--- config.mk ---
export PLATFORM = sky130hd
export DESIGN_NAME = apb_completer_regbank
export DESIGN_NICKNAME = d
export VERILOG_FILES = /design/src/rtl/apb_pkg.sv /design/src/rtl/apb_regfile.sv /design/src/rtl/apb_completer_regbank.sv
export SDC_FILE = /design/constraint.sdc
export NUM_CORES = 1
export LEC_CHECK = 0
export ABC_AREA = 1
export BUFFER_PORTS_ARGS = -buffer_cell sky130_fd_sc_hd__buf_2
export CAP_MARGIN = 10
export CORE_AREA = 2 2 447 449
export CTS_BUF_LIST = sky130_fd_sc_hd__clkbuf_16
export CTS_CLUSTER_DIAMETER = 200
export DETAILED_ROUTE_END_ITERATION = 10
export DIE_AREA = 0 0 449 451
export GPL_ROUTABILITY_DRIVEN = 0
export PLACE_DENSITY_LB_ADDON = 0.2
export SKIP_LAST_GASP = 1
export SLEW_MARGIN = 20
export SYNTH_ARGS = -nofsm -noshare
export SYNTH_HDL_FRONTEND = slang
export SYNTH_SLANG_ARGS = --single-unit
--- constraint.sdc ---
create_clock -name pclk -period 2.6 [get_ports pclk]
set_input_delay 0.52 -clock pclk [delete_from_list [all_inputs] [get_ports pclk]]
set_output_delay 0.52 -clock pclk [all_outputs]
set_load 0.02 [all_outputs]
--- src/rtl/apb_pkg.sv ---
// Shared types and address decode for the APB completer register bank.
package apb_pkg;

  typedef enum logic [1:0] {
    IDLE,
    SETUP,
    ACCESS
  } apb_state_e;

  // pprot bit that marks a non-secure access when set
  localparam int unsigned APB_NONSEC_BIT = 1;

  typedef struct packed {
    logic [7:0] idx;
    logic       oor;
  } apb_dec_t;

  // Converts a byte address into a register index and flags anything
  // below the base or beyond the last register.
  function automatic apb_dec_t apb_decode(
    input logic [63:0] addr,
    input logic [63:0] base,
    input int unsigned lane_shift,
    input int unsigned num_regs
  );
    logic [63:0] off;
    apb_dec_t    d;
    off   = (addr - base) >> lane_shift;
    d.idx = off[7:0];
    d.oor = (addr < base) || (off >= 64'(num_regs));
    return d;
  endfunction

endpackage

--- src/rtl/apb_regfile.sv ---
// Strobe-masked register array with read-only hardware mux and write pulses.
module apb_regfile
  import apb_pkg::*;
#(
  parameter int unsigned          DATA_WIDTH = 32,
  parameter int unsigned          NUM_REGS   = 16,
  parameter logic [NUM_REGS-1:0]  RO_MASK    = '0
) (
  input  logic                           pclk,
  input  logic                           preset_n,
  input  logic                           we,
  input  logic [7:0]                     widx,
  input  logic [DATA_WIDTH-1:0]          wdata,
  input  logic [DATA_WIDTH/8-1:0]        wstrb,
  input  logic [7:0]                     ridx,
  output logic [DATA_WIDTH-1:0]          rdata,
  output logic [NUM_REGS*DATA_WIDTH-1:0] reg_out,
  input  logic [NUM_REGS*DATA_WIDTH-1:0] hw_in,
  output logic [NUM_REGS-1:0]            wr_pulse
);

  localparam int unsigned NBYTES = DATA_WIDTH / 8;

  logic [DATA_WIDTH-1:0] regs_q [NUM_REGS];

  // Byte-lane writes and the matching one-cycle write pulse
  always_ff @(posedge pclk or negedge preset_n) begin
    if (!preset_n) begin
      for (int unsigned i = 0; i < NUM_REGS; i++) regs_q[i] <= '0;
      wr_pulse <= '0;
    end else begin
      for (int unsigned i = 0; i < NUM_REGS; i++) begin
        wr_pulse[i] <= we && (widx == 8'(i));
        if (we && (widx == 8'(i))) begin
          for (int unsigned b = 0; b < NBYTES; b++) begin
            if (wstrb[b]) regs_q[i][b*8 +: 8] <= wdata[b*8 +: 8];
          end
        end
      end
    end
  end

  // Read mux: read-only registers reflect the hardware input
  always_comb begin
    rdata = '0;
    for (int unsigned i = 0; i < NUM_REGS; i++) begin
      if (ridx == 8'(i)) begin
        rdata = RO_MASK[i] ? hw_in[i*DATA_WIDTH +: DATA_WIDTH] : regs_q[i];
      end
    end
  end

  // Flatten the register array onto the output bus
  always_comb begin
    reg_out = '0;
    for (int unsigned i = 0; i < NUM_REGS; i++) begin
      reg_out[i*DATA_WIDTH +: DATA_WIDTH] = regs_q[i];
    end
  end

endmodule

--- src/rtl/apb_completer_regbank.sv ---
// APB5 completer: transfer FSM, wait states and error checks over apb_regfile.
module apb_completer_regbank
  import apb_pkg::*;
#(
  parameter int unsigned           DATA_WIDTH  = 32,
  parameter int unsigned           ADDR_WIDTH  = 32,
  parameter int unsigned           NUM_REGS    = 16,
  parameter logic [ADDR_WIDTH-1:0] BASE_ADDR   = '0,
  parameter int unsigned           WAIT_STATES = 0,
  parameter logic [NUM_REGS-1:0]   RO_MASK     = '0,
  parameter logic [NUM_REGS-1:0]   SEC_MASK    = '0
) (
  input  logic                           pclk,
  input  logic                           preset_n,
  input  logic [ADDR_WIDTH-1:0]          paddr,
  input  logic [2:0]                     pprot,
  input  logic                           psel,
  input  logic                           penable,
  input  logic                           pwrite,
  input  logic [DATA_WIDTH-1:0]          pwdata,
  input  logic [DATA_WIDTH/8-1:0]        pstrb,
  output logic                           pready,
  output logic [DATA_WIDTH-1:0]          prdata,
  output logic                           pslverr,
  output logic [NUM_REGS*DATA_WIDTH-1:0] reg_out,
  input  logic [NUM_REGS*DATA_WIDTH-1:0] hw_in,
  output logic [NUM_REGS-1:0]            wr_pulse
);

  localparam int unsigned           NBYTES     = DATA_WIDTH / 8;
  localparam int unsigned           LANE_SHIFT = $clog2(NBYTES);
  localparam logic [ADDR_WIDTH-1:0] ALIGN_MASK = ADDR_WIDTH'(NBYTES - 1);
  localparam logic [3:0]            WAIT_MAX   = 4'(WAIT_STATES);

  apb_state_e            state_q, state_cur, state_d;
  logic [3:0]            wcnt_q, wcnt_d;
  logic [7:0]            idx_q;
  logic                  wr_q, err_q;
  logic [DATA_WIDTH-1:0] wdata_q, rd_data;
  logic [NBYTES-1:0]     strb_q;
  apb_dec_t              dec;
  logic                  ro_hit, sec_hit, err_setup;
  logic                  complete, commit;
  logic                  unused_prot;

  assign unused_prot = ^{pprot[2], pprot[0]};

  // Decode and classify the request presented during the setup phase
  always_comb begin
    dec     = apb_decode(64'(paddr), 64'(BASE_ADDR), LANE_SHIFT, NUM_REGS);
    ro_hit  = 1'b0;
    sec_hit = 1'b0;
    for (int unsigned i = 0; i < NUM_REGS; i++) begin
      if (dec.idx == 8'(i)) begin
        ro_hit  = RO_MASK[i];
        sec_hit = SEC_MASK[i];
      end
    end
    err_setup = ((paddr & ALIGN_MASK) != '0) || dec.oor ||
                (pwrite && ro_hit) ||
                (sec_hit && pprot[APB_NONSEC_BIT]) ||
                (!pwrite && (pstrb != '0));
  end

  // Next-state, wait counter and pready.
  // SETUP is never held in the register: it is recognised combinationally
  // from IDLE while the bus shows a setup phase, so an access phase lines
  // up with ACCESS and back-to-back transfers need no idle cycle.
  always_comb begin
    state_cur = state_q;
    if ((state_q == IDLE) && psel && !penable) state_cur = SETUP;
    state_d  = state_cur;
    wcnt_d   = wcnt_q;
    pready   = (state_q == ACCESS) && (wcnt_q == WAIT_MAX);
    complete = pready && psel && penable;
    case (state_cur)
      IDLE:  state_d = IDLE;
      SETUP: begin
        state_d = ACCESS;
        wcnt_d  = '0;
      end
      ACCESS: begin
        if (!psel || complete) begin
          state_d = IDLE;
          wcnt_d  = '0;
        end else if (!pready) begin
          wcnt_d = wcnt_q + 4'd1;
        end
      end
      default: state_d = IDLE;
    endcase
  end

  // FSM state and wait counter
  always_ff @(posedge pclk or negedge preset_n) begin
    if (!preset_n) begin
      state_q <= IDLE;
      wcnt_q  <= '0;
    end else begin
      state_q <= state_d;
      wcnt_q  <= wcnt_d;
    end
  end

  // Capture the request and its error verdict at the end of setup
  always_ff @(posedge pclk or negedge preset_n) begin
    if (!preset_n) begin
      idx_q   <= '0;
      wr_q    <= 1'b0;
      wdata_q <= '0;
      strb_q  <= '0;
      err_q   <= 1'b0;
    end else if (state_cur == SETUP) begin
      idx_q   <= dec.idx;
      wr_q    <= pwrite;
      wdata_q <= pwdata;
      strb_q  <= pstrb;
      err_q   <= err_setup;
    end
  end

  assign commit  = complete && wr_q && !err_q;
  assign prdata  = (pready && !err_q) ? rd_data : '0;
  assign pslverr = pready && err_q;

  apb_regfile #(
    .DATA_WIDTH (DATA_WIDTH),
    .NUM_REGS   (NUM_REGS),
    .RO_MASK    (RO_MASK)
  ) u_regfile (
    .pclk     (pclk),
    .preset_n (preset_n),
    .we       (commit),
    .widx     (idx_q),
    .wdata    (wdata_q),
    .wstrb    (strb_q),
    .ridx     (idx_q),
    .rdata    (rd_data),
    .reg_out  (reg_out),
    .hw_in    (hw_in),
    .wr_pulse (wr_pulse)
  );

endmodule

==> impl_table.tex <==
\begin{tabular}{lr}
\hline
Metric & Value \\
\hline
\multicolumn{2}{l}{\textbf{Yosys}} \\
\quad Share of synthesized area occupied by flip-flops and latches & 0.565 \\
\quad Syn\_nets & 3619 \\
\quad Mean area per synthesized cell & 8.48 um2 \\
\quad Count of synthesis-stage warnings from yosys & 0 \\
\quad Number of standard cells after synthesis & 3029 \\
\quad Synth Register Bits & 580 \\
\quad Netlist area before placement & 25700 um2 \\
\quad Yosys cell types & 34 \\
\multicolumn{2}{l}{\textbf{Routing}} \\
\quad Final ANT Viol Nets & 0 \\
\quad Router iterations before antenna repair & 5 \\
\quad Number of design rule violations left after detail routing & 0 \\
\quad First-iteration detailed-routing DRC count & 1530 \\
\quad Routed wire per std cell & between 20 and 25 um \\
\quad Final wirelength & 158000 um \\
\quad Number of vias per cell & 3.74 \\
\quad Detailed-route via count & between 20000 and 25000 \\
\multicolumn{2}{l}{\textbf{Power}} \\
\quad Final Total Pwr & 23.7 mW \\
\quad Internal power & $\sim$16 mW \\
\quad Power share of the clock group & 0.465 \\
\quad Sw power & 7.28 mW \\
\quad Fraction of power spent switching nets & 0.308 \\
\quad Proportion of power drawn by flip-flops and latches & 0.393 \\
\quad Worst VDD drop & 0.000538 V \\
\quad Leakage power total & 19.5 nW \\
\quad Combinational cell fraction of total power & 0.143 \\
\quad Power per unit of standard cell area & 602 nW/um2 \\
\multicolumn{2}{l}{\textbf{Global routing}} \\
\quad Global-route wire length before repair & 215000 um \\
\quad Met1 track demand over resource in global routing & 0.211 \\
\quad Number of global-route vias before repair & 24700 \\
\quad Overall routing resource usage & 0.152 \\
\quad Number of antenna violations at the first check in global routing & 20 \\
\quad Total gr overflow & 0 \\
\quad Largest net degree at the start of global routing & 75 \\
\quad Met2 layer usage reported by global route & 0.225 \\
\quad Global route hottest layer & met2 \\
\quad Met3 Resource Use GR & 0.0444 \\
\multicolumn{2}{l}{\textbf{Setup path}} \\
\quad Arr. time, crit path & between 3 and 4 ns \\
\quad Kind of end point of the critical path & output port \\
\quad Required arrival time at the worst endpoint & 2.08 ns \\
\quad Depth of the most critical reg-to-reg path & 13 \\
\quad Sequence of cells on the critical path & nor2\_2, nand2\_4, buf\_12, nor2\_4, buf\_8, buf\_8, buf\_8, nand2\_1, nand3\_1, nor2\_1, nand4\_1, nand2\_1, nand4\_1, nor2\_2, nand4\_1, nand2\_1, inv\_1, buf\_2 \\
\quad Slowest cell on the critical path & sky130\_fd\_sc\_hd\_\_dfrtp\_1 \\
\quad Setup Crit Path Kind & flip-flop to output port \\
\quad Critical Path Source Type & flip-flop \\
\quad Largest stage delay on the critical path & 0.35 ns \\
\quad Critical-path maximum fanout & 7 \\
\multicolumn{2}{l}{\textbf{Clocking}} \\
\quad Clock slew at the register clock pins of the worst setup and hold paths & approximately 0.05 ns \\
\quad Clock buffer count from CTS & slightly above 80 \\
\quad Total number of H-tree levels & 3 \\
\quad Clock sink total & 580 \\
\quad Maximum root-to-sink buffer count & 3 \\
\quad Master cell of the clock root buffer & sky130\_fd\_sc\_hd\_\_clkbuf\_16 \\
\quad TritonCTS clock tree & built \\
\quad Insertion delay of the later-clocked pin in the worst-skew pair & around 0.70 ns \\
\multicolumn{2}{l}{\textbf{STA}} \\
\quad Worst Slack Setup Final & -1.29 ns \\
\quad Slew Limit Headroom & 0.307 \\
\quad Final critical delay including setup and external delays & 3.89 ns \\
\quad Slew at the pin with the worst max-slew slack & 1.04 ns \\
\quad RSZ-0062 raised after global routing & yes \\
\quad Final-report hold violation count & 0 \\
\quad Crit share post-route & 1.49 \\
\quad Final slew viol count & 0 \\
\quad Skew final & 0.0372 ns \\
\quad Max frequency & 257 MHz \\
\quad Number of endpoints failing setup at the final stage & 32 \\
\multicolumn{2}{l}{\textbf{Die}} \\
\quad Horizontal extent of the die & $\sim$450 um \\
\quad Total Die Area & $\sim$200000 um2 \\
\quad \# IOs & $\sim$1200 \\
\quad DIE HEIGHT & 451 um \\
\quad Initial core utilization & 0.130 \\
\quad Core ar. & 198000 um2 \\
\quad Number of rows created at floorplan & 164 \\
\multicolumn{2}{l}{\textbf{Worst hold path}} \\
\quad Hold Path Cell Cnt & 3 \\
\quad Classification of the worst-slack hold path & input port to flip-flop \\
\multicolumn{2}{l}{\textbf{Placement}} \\
\quad Total half-perimeter wirelength after legalization and detailed placement & roughly 130000 um \\
\quad Count of buffers inserted at the top-level ports & 634 \\
\multicolumn{2}{l}{\textbf{Layout}} \\
\quad Nets & 4535 \\
\quad Layout Area Growth over Synthesis & 53.1\% \\
\quad Share of the core filled with cells in the final layout & 0.199 \\
\quad Layout cell share with drive strength beyond 1 & 0.351 \\
\multicolumn{2}{l}{\textbf{Run}} \\
\quad Max Cap Viol & 0 \\
\multicolumn{2}{l}{\textbf{Status}} \\
\quad Failing checks & negative setup slack \\
\quad Result of the run & finished, violations left \\
\hline
\end{tabular}
[worst max-delay path: cells and delay by family (launching register included)]
family        cells  cell delay [ns]
simple gates     12             1.54
buf+inv           6             0.77
flops             1             0.35
[per-layer routing]
metal,share of wire,wire (um),up-vias
met1,0.47,74700,12100
met4,0.033,5140,2
li1,-,-,11800
met2,0.42,66800,887
met3,0.070,11000,178
met5,0.000082,13,-
[synthesized netlist by cell type (all sizes together)]
cell type / instances / area [um2]
nor3: 7 / 85.1
nand2: 1009 / 3920
nand4: 85 / 547
inv: 200 / 751
nor2: 152 / 779
dfrtp: 580 / 14500
or2: 22 / 138
o21ai: 587 / 2940
ha: 2 / 25.0
o211ai: 21 / 158
a21oi: 59 / 295
clkinv: 1 / 5.00
clkbuf: 103 / 387
buf: 75 / 473
conb: 1 / 3.75
nor4: 10 / 92.6
nand3: 115 / 588
[through the flow]
| step | setup slack, ns | area, um2 | hold WS, ns | cells | TNS, ns |
|---|---|---|---|---|---|
| 2_1_floorplan | 0.107 | 25700 | 0.224 | 3029 | 0 |
| 3_3_place_gp | -0.970 | 34600 | 0.468 | 6446 | -22.12 |
| 3_5_place_dp | -0.923 | 34600 | 0.466 | 6446 | -21.12 |
| 4_1_cts | -1.39 | 38100 | 0.00265 | 6638 | -41.81 |
| 5_1_grt | -1.50 | 39300 | 0.0240 | 6667 | -45.50 |
| 6_report | -1.29 | 39400 | 0.0751 | 6677 | -37.60 |
[sequential cells by signal (all words and copies together), names as in the netlist]
| register | cells |
|---|---|
| strb_q | 4 |
| err_q | 1 |
| wdata_q | 32 |
| state_q | 2 |
| wr_q | 1 |
| idx_q | 8 |
| u_regfile.wr_pulse | 16 |
| wcnt_q | 4 |
| u_regfile.reg_out | 512 |
[timing repair]
action / CTS / global route
pin swaps: 90 / 192
setup endpoints to repair: 111 / 185
hold endpoints to repair: 53 / 0
gates cloned: 0 / 4
setup buffers: 17 / 25
gates resized for setup: 161 / 233
hold buffers: 27 / 0
[cell type report]
type | count | area [um2]
Fill cell | 22300 | 159000
Clock inverter | 66 | 517
Timing Repair Buffer | 1010 | 7540
Clock buffer | 82 | 2050
Tap cell | 2656 | 3320
Sequential cell | 580 | 14500
Antenna cell | 12 | 30.0
Inverter | 201 | 774
Multi-Input combinational cell | 2070 | 10600
[placed cells by master, fill, tap and decap left out, types with 76 or more instances in the layout]
master,instances
sky130_fd_sc_hd__buf_12,84
sky130_fd_sc_hd__buf_2,604
sky130_fd_sc_hd__buf_4,225
sky130_fd_sc_hd__clkbuf_16,86
sky130_fd_sc_hd__dfrtp_1,578
sky130_fd_sc_hd__inv_1,194
sky130_fd_sc_hd__nand2_1,890
sky130_fd_sc_hd__nand4_1,84
sky130_fd_sc_hd__nor2_1,76
sky130_fd_sc_hd__o21ai_0,436
sky130_fd_sc_hd__o21ai_1,151
[worst paths after layout]
kind | startpoint | slack, ns | to
setup reg to reg | idx_q[7] | 0.11 | u_regfile.reg_out[422]
setup / recovery | idx_q[7] | -1.29 | prdata[10]
max in group asynchronous | preset_n | 1.28 | wdata_q[26]
hold reg to reg | idx_q[5] | 0.49 | idx_q[5]
hold / removal | pwdata[6] | 0.08 | wdata_q[6]
min in group asynchronous | preset_n | 0.35 | u_regfile.reg_out[106]
[power groups by stage]
| stage | combinational [mW] | clock [mW] | sequential [mW] |
|---|---|---|---|
| final | 3.37 | 11.0 | 9.29 |
| after global routing | 3.67 | 11.7 | 9.31 |
| after CTS | 3.30 | 11.4 | 9.29 |
| after detailed placement | 3.12 | 0 | 9.45 |
| after global placement | 3.12 | 0 | 9.45 |
| after floorplan | 1.08 | 0 | 9.40 |
[kinds of logic after synthesis]
| group | share of synthesized area |
|---|---|
| compound gates | 0.132 |
| fa+ha+maj | 0.000974 |
| buf+inv | 0.0629 |
| flops | 0.565 |
| other cells | 0.000146 |
| simple gates | 0.239 |
No activity file was read; power rests on OpenSTA's default activity.
